File: src/rtl/bus_decoder_pkg.sv
// Shared types and widths for the bus source decode path (decoder, encoder, mux).
package bus_decoder_pkg;
  localparam int CODE_W = 5;
  localparam int SEL_W  = 32;

  typedef enum logic [1:0] {
    IDLE  = 2'd0,
    DRIVE = 2'd1,
    GUARD = 2'd2
  } state_t;
endpackage

File: src/rtl/onehot_decoder_5to32.sv
// Combinational binary-to-one-hot decode of a bus source index.
module onehot_decoder_5to32
  import bus_decoder_pkg::*;
(
  input  logic [CODE_W-1:0] code,
  output logic [SEL_W-1:0]  onehot
);
  always_comb begin
    onehot       = '0;
    onehot[code] = 1'b1;
  end
endmodule

File: src/rtl/bus_decoder.sv
// Bus-drive sequencer: drives one source for hold+1 cycles, then a one-cycle
// all-off guard so two sources never overlap.
module bus_decoder
  import bus_decoder_pkg::*;
#(
  parameter int HOLD_W = 4
) (
  input  logic              clk,
  input  logic              clr,
  input  logic              req,
  input  logic [CODE_W-1:0] code,
  input  logic [HOLD_W-1:0] hold,
  input  logic              flush,
  output logic              ready,
  output logic [SEL_W-1:0]  sel,
  output logic              busy,
  output logic              done
);
  state_t              state, state_d;
  logic [HOLD_W-1:0]   count, count_d;
  logic [CODE_W-1:0]   code_q, dec_code;
  logic [SEL_W-1:0]    dec;
  logic                accept;

  assign ready  = (state == IDLE) && !flush;
  assign accept = req && ready;
  // Decode the live code on the accept edge so sel is valid the very next cycle.
  assign dec_code = accept ? code : code_q;

  onehot_decoder_5to32 u_dec (
    .code   (dec_code),
    .onehot (dec)
  );

  always_comb begin
    state_d = state;
    count_d = count;
    case (state)
      IDLE: if (accept) begin
        state_d = DRIVE;
        count_d = hold;
      end
      DRIVE: begin
        if (flush || count == '0) state_d = GUARD;
        else                      count_d = count - 1'b1;
      end
      GUARD:   state_d = IDLE;
      default: state_d = IDLE;
    endcase
  end

  always_ff @(posedge clk or posedge clr) begin
    if (clr) begin
      state  <= IDLE;
      count  <= '0;
      code_q <= '0;
      sel    <= '0;
      busy   <= 1'b0;
      done   <= 1'b0;
    end else begin
      state <= state_d;
      count <= count_d;
      if (accept) code_q <= code;
      sel   <= (state_d == DRIVE) ? dec : '0;
      busy  <= (state_d != IDLE);
      done  <= (state_d == GUARD);
    end
  end
endmodule

File: config.mk
export PLATFORM = sky130hd
export DESIGN_NAME = bus_decoder
export DESIGN_NICKNAME = d
export VERILOG_FILES = /design/src/rtl/bus_decoder_pkg.sv /design/src/rtl/onehot_decoder_5to32.sv /design/src/rtl/bus_decoder.sv
export SDC_FILE = /design/constraint.sdc
export NUM_CORES = 1
export LEC_CHECK = 0
export CAP_MARGIN = 10
export CORE_MARGIN = 2
export CORE_UTILIZATION = 44
export CTS_BUF_LIST = sky130_fd_sc_hd__clkbuf_8 sky130_fd_sc_hd__clkbuf_16
export CTS_CLUSTER_SIZE = 14
export DETAILED_ROUTE_END_ITERATION = 10
export PLACE_DENSITY = 0.83
export SKIP_LAST_GASP = 1
export SLEW_MARGIN = 10
export SYNTH_ARGS = -nofsm -noshare
export SYNTH_HDL_FRONTEND = slang
export SYNTH_SLANG_ARGS = --single-unit
File: constraint.sdc
create_clock -name clk -period 2.06 [get_ports clk]
set_clock_uncertainty 0.05 [all_clocks]
set_input_delay 0.206 -clock clk [delete_from_list [all_inputs] [get_ports clk]]
set_output_delay 0.206 -clock clk [all_outputs]
set_load 0.01 [all_outputs]
==> After elaboration in Yosys (flattened, before gate mapping) <==
Index checks and enable logic that the tools add are counted.
{ "totals": {"register_bits": 45, "inputBits": 13, "out_inout_bits": 35, "wordCells": 34} }
{ "classes": {"n_addsub": 1, "order_cmp": 2, "eq_ne": 5, "mux": 10, "reduce_logical": 10} }
{ "op_table": {"columns": ["op", "count"], "rows": [
  ["32-bit 2-to-1 mux", 1],
  ["4-bit 2-to-1 mux", 2],
  ["4-bit case mux with 2 select lines", 1],
  ["5-bit by 6-bit < comparator with 1-bit output (second input constant)", 1],
  ["1-bit demux with 5-bit select", 1],
  ["5-bit by 1-bit greater-or-equal comparator with 1-bit output (second input constant)", 1],
  ["5-bit 2-to-1 mux", 1],
  ["2-bit by 1-bit equality test with 1-bit output (second input constant)", 2],
  ["4-bit zero test", 1],
  ["2-bit 2-to-1 mux", 2],
  ["2-bit inequality test (second input constant)", 2],
  ["2-bit case mux with 2 select lines", 1],
  ["2-bit nonzero test", 2],
  ["4-bit by 1-bit subtractor with 4-bit output (second input constant)", 1],
  ["1-bit logical AND", 3],
  ["3-bit AND reduction", 1],
  ["2-bit equality test (second input constant)", 1],
  ["2-bit zero test", 1],
  ["1-bit zero test", 1],
  ["1-bit logical OR", 1],
  ["1-bit 2-to-1 mux", 1]
]} }

==> Depth between registers and ports, before layout <==
Gate-level depths: netlist of the first run.
{ "depth": {"depth_word": 9, "ltp_mapped": 6, "depth_no_buf": 5} }

==> Modules after synthesis <==
From an unflattened synthesis of the first run, not the netlist that was laid out.
{ "unflattened": {"hier_cells": 177, "area_unflattened_um2": 1874.3} }
{ "modules_own_cells": {"columns": ["module", "instances", "cells_per_inst", "area_each_um2", "seq_area_each_um2"], "rows": [
  ["bus_decoder", 1, 130, 1660.3, 1126.1],
  ["onehot_decoder_5to32", 1, 47, 214.0, 0.0]
]} }

==> Worst setup path after synthesis of the first run <==
No wires, ideal clock.
{ "synth_path": {"path_type": "reg2reg", "startpoint": "register count[0]", "endpoint": "register sel[13]", "setup_ns": 0.149, "t_arrival_ns": 1.829, "t_required_ns": 1.861, "path_slack_ns": 0.031, "path_stages_with_launch": 7, "n_path_buf": 1, "synth_period_minus_slack_ns": 2.029, "path_cell_list": "dfrtp_1 > inv_1 > ha_1 > or3b_2 > buf_2 > a32oi_1 > nor4_1"} }
{ "synth_via": {"elab_chain_len": 6} }
{ "synth_rtl": {"columns": ["item", "line", "text"], "rows": [
  ["start: declaration", "bus_decoder.sv:20", "logic [HOLD_W-1:0] count, count_d;"],
  ["start signal: assignment", "bus_decoder.sv:62", "count <= count_d;"],
  ["4-bit zero test", "bus_decoder.sv:44", "if (flush || count == '0) state_d = GUARD;"],
  ["1-bit logical OR", "bus_decoder.sv:44", null],
  ["2-bit 2-to-1 mux", "bus_decoder.sv:44", null],
  ["2-bit case mux with 2 select lines", "bus_decoder.sv:38", "case (state)"],
  ["2-bit by 1-bit equality test with 1-bit output", "bus_decoder.sv:64", "sel <= (state_d == DRIVE) ? dec : '0;"],
  ["32-bit 2-to-1 mux", "bus_decoder.sv:64", null],
  ["end signal: assignment", "bus_decoder.sv:64", null],
  ["end: declaration", "bus_decoder.sv:15", "output logic [SEL_W-1:0] sel,"]
]} }
No other way between the ends.
A chain may end at the register's enable or synchronous reset.

==> Worst setup path after layout of the first run <==
{ "layout_path": {"startpoint": "register count[0]", "endpoint": "register sel[21]"} }
The elaborated chain is that of the path after synthesis.

==> run summary, run 1 <==
OUTCOME
----------------------------------------------------------------------------------------
Result of the run                                                           complete, no violations

SETUP PATH
----------------------------------------------------------------------------------------
Type of the worst setup path                                                register to register
Worst reg2reg path depth                                                               6
CP max stage cell                                                           sky130_fd_sc_hd__or3b_4
Worst reg2reg path endpoint                                                 sel[21]$_DFF_PP0_
Cells along the critical path                                               inv_1 -> ha_1 -> or3b_4 -> a31oi_1 -> buf_4 -> nor4_1
Slowest cell delay on critical path                                              0.47 ns
Worst-path maximum fanout                                                             16
Number of buffers and inverters on the critical path                                   2
Nature of the critical path endpoint                                            register
Crit-path leading delay family                                              simple AND/OR/NAND/NOR gates
Startpoint Class                                                                register
CP Data Arrival Time                                                             2.01 ns
Register-to-register setup slack                                                 0.19 ns
Required arrival time at the worst endpoint                                      2.19 ns
Reg-to-reg critical path startpoint                                         count[0]$_DFFE_PP0P_

ROUTING
----------------------------------------------------------------------------------------
Number of nets still failing antenna checks after routing                              0
Iter 0 DRT Violations                                                                184
DR DRC count                                                                           0
Total wire length after detailed routing                                        4.631 mm
Number of iterations in the first detailed-routing pass                                4
Via count                                                                           1653
Vias per Instance                                                                  5.642
Routed wirelength normalized by instance count                                  15.81 µm

YOSYS
----------------------------------------------------------------------------------------
Number of warning messages in the yosys log                                            0
Mean cell area of the mapped netlist                                           11.36 µm²
Flop and latch count out of synthesis                                                 45
Top cells by area, synth                                                    sky130_fd_sc_hd__dfrtp_1 (56%), sky130_fd_sc_hd__nor4_1 (8.1%), sky130_fd_sc_hd__mux2i_1 (3.0%), sky130_fd_sc_hd__nand2_1 (3.0%), sky130_fd_sc_hd__nor3b_1 (2.6%)
Post-synthesis instance total                                                        176
Synth top area share                                                              0.5632
Cell variety after synth                                                              35
Post-Synthesis Cell Area                                                    0.001999 mm²
Register area share after synthesis                                               0.5632
Post-Synthesis Net Count                                                             190
Library cell occupying the most area in the post-synthesis netlist          sky130_fd_sc_hd__dfrtp_1

STA
----------------------------------------------------------------------------------------
Total count of hold-check failures in the final report                                 0
Maximum frequency from static timing analysis                                 0.5334 GHz
Worst hold slack across all endpoints                                          0.1807 ns
Final-report max-slew violation count                                                  0
Total Neg Setup Slack                                                               0 ns
Post-route fraction of the period consumed by the critical path                   0.9101
Setup repair after global routing missed its margin                                false
Shortest period the worst path allows                                           1.875 ns
Transition time of the tightest slew-check pin                                 0.4416 ns
Final WS setup                                                                 0.1852 ns
Relative slew margins                                                             0.7044
Final number of setup-violating endpoints                                              0

PLACEMENT
----------------------------------------------------------------------------------------
Number of port buffers                                                                47
Placed inst area                                                            0.002649 mm²
Worst setup timing slack at the placement stage                              -0.01560 ns
Inst Count DP                                                                        285
Weighted congestion at the end of routability-driven global placement             0.8866
Total half-perimeter wirelength after legalization and detailed placement       3.325 mm

CTS
----------------------------------------------------------------------------------------
Max clock buf depth                                                                    2
Number of post-CTS setup repair buffers                                                0
TritonCTS clock tree                                                                 yes
Clk Latency, worst-skew pair                                                     0.30 ns
Sinks on the clock net                                                                45
Number of buffers inserted during clock tree synthesis                                 5
Number of H-tree levels                                                                2
Clock transition at the registers of the reported paths                          0.08 ns
Library cell used as clock root buffer                                      sky130_fd_sc_hd__clkbuf_8

FINAL LAYOUT
----------------------------------------------------------------------------------------
Final Instance Area                                                         0.002753 mm²
Commonest non-fill, non-tap cell in the layout                              sky130_fd_sc_hd__clkdlybuf4s50_1
Commonest cells after routing, fill and taps aside                          sky130_fd_sc_hd__clkdlybuf4s50_1 (47), sky130_fd_sc_hd__dfrtp_1 (45), sky130_fd_sc_hd__nor4_1 (26), sky130_fd_sc_hd__buf_4 (24), sky130_fd_sc_hd__nand2_1 (16)
Fraction of layout instances using a drive strength above 1                       0.1784
End-of-flow core utilization                                                      0.6322
Final-layout fill cell count                                                         366
Count of nets after finishing                                                        254
Synthesis-to-finish area growth                                                   37.67%
Count of placed standard cells in the final layout, fillers left out                 293
Number of inserted diodes                                                              0

GRT
----------------------------------------------------------------------------------------
Initial antenna violation count                                                        0
Vias in the first global route                                                      1530
Pin count of the biggest net entering global routing                                  28
Total gr overflow                                                                      0
Global router's overall resource usage                                            0.1915
First-pass GRT wire length                                                      7.590 mm

PWR
----------------------------------------------------------------------------------------
Power density over cell area                                                917.9 mW/mm²
Peak ir drop on the vdd network                                                0.6710 mV
P_leak                                                                          1.198 nW
Design Power                                                                    2.527 mW

DIE
----------------------------------------------------------------------------------------
Number of rows created at floorplan                                                   24
Chip width                                                                      71.41 µm
Die Outline Area                                                            0.005099 mm²
Chip height                                                                     71.41 µm
Starting density of the core                                                      0.4592
Top-level I/O count                                                                   48
Core region area                                                            0.004354 mm²

RUN
----------------------------------------------------------------------------------------
Count of max-cap constraint violations                                                 0

MIN PATH
----------------------------------------------------------------------------------------
Classification of the worst-slack hold path                                 primary input to asynchronous set/reset pin

[layout make-up]
cell class                      instances  area, µm²  share of cell area
Tap cell                               52      65.06             0.02364
Clock inverter                          1      5.005            0.001818
Sequential cell                        45       1126              0.4091
Multi-Input combinational cell        108      775.7              0.2818
Timing Repair Buffer                   71      650.6              0.2364
Inverter                                9      33.78             0.01227
Clock buffer                            7      96.34             0.03500
[flip-flops by register name, indices dropped and copies added, names as in the netlist]
register / cells
code_q: 5
busy: 1
done: 1
sel: 32
state: 2
count: 4
[cell usage after synthesis]
library cell	count
sky130_fd_sc_hd__buf_2	5
sky130_fd_sc_hd__or4b_1	1
sky130_fd_sc_hd__mux2_2	2
sky130_fd_sc_hd__nor2_1	2
sky130_fd_sc_hd__a221oi_1	2
sky130_fd_sc_hd__nor3_1	4
sky130_fd_sc_hd__nand3_1	3
sky130_fd_sc_hd__nor4_1	26
sky130_fd_sc_hd__or3b_2	1
sky130_fd_sc_hd__buf_6	1
sky130_fd_sc_hd__a31oi_1	2
sky130_fd_sc_hd__nand4_1	1
sky130_fd_sc_hd__a21oi_1	6
sky130_fd_sc_hd__buf_1	3
sky130_fd_sc_hd__nor4_2	4
sky130_fd_sc_hd__nor4b_4	1
sky130_fd_sc_hd__mux2_4	2
sky130_fd_sc_hd__a21boi_1	1
sky130_fd_sc_hd__nand3b_1	6
sky130_fd_sc_hd__a211o_1	1
sky130_fd_sc_hd__a32oi_1	4
sky130_fd_sc_hd__a211oi_1	2
sky130_fd_sc_hd__nor3b_1	7
sky130_fd_sc_hd__nand2b_1	2
sky130_fd_sc_hd__o21ai_0	1
sky130_fd_sc_hd__inv_1	9
sky130_fd_sc_hd__nor3b_4	1
sky130_fd_sc_hd__o211ai_1	1
sky130_fd_sc_hd__dfrtp_1	45
sky130_fd_sc_hd__and2b_1	1
sky130_fd_sc_hd__clkbuf_1	5
sky130_fd_sc_hd__ha_1	1
sky130_fd_sc_hd__mux2i_1	6
sky130_fd_sc_hd__o32ai_1	1
sky130_fd_sc_hd__nand2_1	16
[kinds of logic (layout without fill, tap and decap cells)]
group           after synthesis  in the layout  share of synthesized area
buf+inv                      23             88                    0.05006
compound gates               21             21                    0.07384
simple gates                 76             76                     0.2503
mux                          10             10                    0.05632
fa+ha+maj                     1              1                   0.006257
flops                        45             45                     0.5632
[where the power goes]
part | total [mW] | switching (mW) | leakage, nW | internal (mW)
Sequential | 1.09 | 0.106 | 0.608 | 0.987
Combinational | 0.839 | 0.464 | 0.536 | 0.375
Clock | 0.595 | 0.292 | 0.0542 | 0.303
[worst max-delay path by stage]
| stage | from | end | slack, ns | cells past startpoint |
|---|---|---|---|---|
| 2_1_floorplan | count[0]$_DFFE_PP0P_ | sel[13]$_DFF_PP0_ | 0.03 | 6 |
| 3_3_place_gp | req | sel[30]$_DFF_PP0_ | 0.02 | 5 |
| 3_5_place_dp | req | sel[11]$_DFF_PP0_ | -0.02 | 7 |
| 4_1_cts | count[0]$_DFFE_PP0P_ | sel[21]$_DFF_PP0_ | 0.06 | 6 |
| 5_1_grt | count[0]$_DFFE_PP0P_ | sel[21]$_DFF_PP0_ | 0.08 | 6 |
| 6_report | count[0]$_DFFE_PP0P_ | sel[21]$_DFF_PP0_ | 0.19 | 6 |
[routing by layer]
metal / vias up / GRT usage / share of wire
met5: - / 0 / 0
met3: 6 / 0.03797 / 0.045
met2: 50 / 0.3066 / 0.51
li1: 783 / - / -
met4: 0 / 0.05660 / 0.013
met1: 814 / 0.2662 / 0.43
[worst reg2reg max path, stage by stage (launching register included)]
cell	delay, ns
sky130_fd_sc_hd__dfrtp_1	0.39
sky130_fd_sc_hd__inv_1	0.10
sky130_fd_sc_hd__ha_1	0.20
sky130_fd_sc_hd__or3b_4	0.47
sky130_fd_sc_hd__a31oi_1	0.20
sky130_fd_sc_hd__buf_4	0.24
sky130_fd_sc_hd__nor4_1	0.10
[what timing repair did]
action	4_1_cts	5_1_grt
hold buffers	0	0
resized for setup	0	1
endpoints found under the setup margin	0	19
No activity file was read; power rests on OpenSTA's default activity.
==> run 2: changes to the inputs <==
Settings changed: ABC_CLOCK_PERIOD_IN_PS set to 2060, CAP_MARGIN 10 to 25.
==> results of run 2 <==
No change in the layout: final DEF, timing and power equal those of run 1.
==> patch (config.mk and constraints of run 1) <==
Set the package constant `SEL_W` to 28 (it was 32).
--- a/src/rtl/bus_decoder_pkg.sv
+++ b/src/rtl/bus_decoder_pkg.sv
@@ -1,7 +1,7 @@
 // Shared types and widths for the bus source decode path (decoder, encoder, mux).
 package bus_decoder_pkg;
   localparam int CODE_W = 5;
-  localparam int SEL_W  = 32;
+  localparam int SEL_W  = 28;
 
   typedef enum logic [1:0] {
     IDLE  = 2'd0,
Interface: changed (resized sel); port bits go from 48 to 44. No check against the original RTL was run, so the function may have changed too.
==> patch against run 1 <==
Worst setup slack improved by 0.0037 ns. Sequential cell count fell by 4. Core utilization fell by 0.35 points. Wire length fell by 27%. Sequential share of layout area rose by 4.3 points. Design area fell by 18%. Total power fell by 20%. Synthesized cell count fell by 19%. Critical endpoint is now sel[20]. Maximum frequency rose by 0.19%. Area after synthesis fell by 19%.
==> patch: results (changes against run 1) <==
[placed_design]
gp_congestion=0.847  ; was 0.887
place_hpwl_mm=2.44  ; was 3.32 mm
dp_slack_ns=0.0279  ; was -0.0156 ns
numPlacedInstances=236  ; was 285

[drt]
wl_mm=3.36  ; was 4.63 mm
viasPerCell=5.24  ; was 5.64
dr_wl_met2_mm=1.79  ; was 2.35 mm
met1Wirelength_mm=1.32  ; was 2.01 mm
dr_total_vias=1278  ; was 1653
first_iter_violations=41  ; was 184

[timing]
worstMarginPinSlew_ns=0.524  ; was 0.442 ns

[yosys]
synth_nets=157  ; was 190
synth_area_leaders=dfrtp_1, nor2_1, mux2_2  ; was dfrtp_1, nor4_1, mux2i_1
synth_mux_area_share_pct=3.38  ; was 5.63%
postSynthAreaPerCell_um2=11.4  ; about the same
synth_fa_ha_area_share_pct=0.768  ; was 0.626%
synth-compound-area-share_pct=10.3  ; was 7.38%

[power]
p_comb_share_pct=20.9  ; was 33.2%
irDropWorstVdd_mv=0.529  ; was 0.671 mV
power.share.clock_pct=31.3  ; was 23.5%
switching_power_mw=0.578  ; was 0.862 mW

[finish]
final_nets=209  ; was 254
drive_gt1_share_pct=12.8  ; was 17.8%
reg_top3=sel: 28 flops, code_q: 5 flops, count: 4 flops  ; was sel: 32 flops, code_q: 5 flops, count: 4 flops

[grt]
met2_usage_pct=31.3  ; was 30.7%
grt_pass1_wl_mm=5.44  ; was 7.59 mm
grtUsageTotal_pct=17.2  ; was 19.1%
use_met1_pct=18.5  ; was 26.6%
grt_start_max_net_pins=42  ; was 28

[setup_path]
max_stage_delay_ns=0.43  ; was 0.47 ns
cp_data_arrival_time_ns=1.99  ; was 2.01 ns

[run_status]
status=complete, no violations  ; unchanged

-- patch: final timing paths --
kind	from	end	slack, ns	cells past startpoint
setup / recovery	count[0]	sel[20]	0.19	6
hold / removal	clr	sel[16]	0.29	3
setup reg to reg	count[0]	sel[20]	0.19	6
hold reg to reg	count[1]	count[1]	0.47	2
max in group asynchronous	clr	done	1.33	3
min in group clk	count[1]	count[1]	0.47	2
-- patch: final cells by class --
| cell class | count | area (µm²) |
|---|---|---|
| clock buffers | 5 | 68.8 |
| clock inverters | 3 | 46.3 |
| fillers | 289 | 1340 |
| inverters | 8 | 30.0 |
| multi-input cells | 91 | 568 |
| flip-flops and latches | 41 | 1030 |
| well taps | 48 | 60.1 |
| repair buffers | 48 | 468 |
-- patch: through the flow --
stage	util (%)	hold slack [ns]	area, µm²
after floorplan	-	0.296	1630
after global placement	59.4	0.442	2140
after detailed placement	59.4	0.457	2140
after CTS	62.6	0.303	2260
after global routing	62.9	0.340	2270
final	62.9	0.290	2270
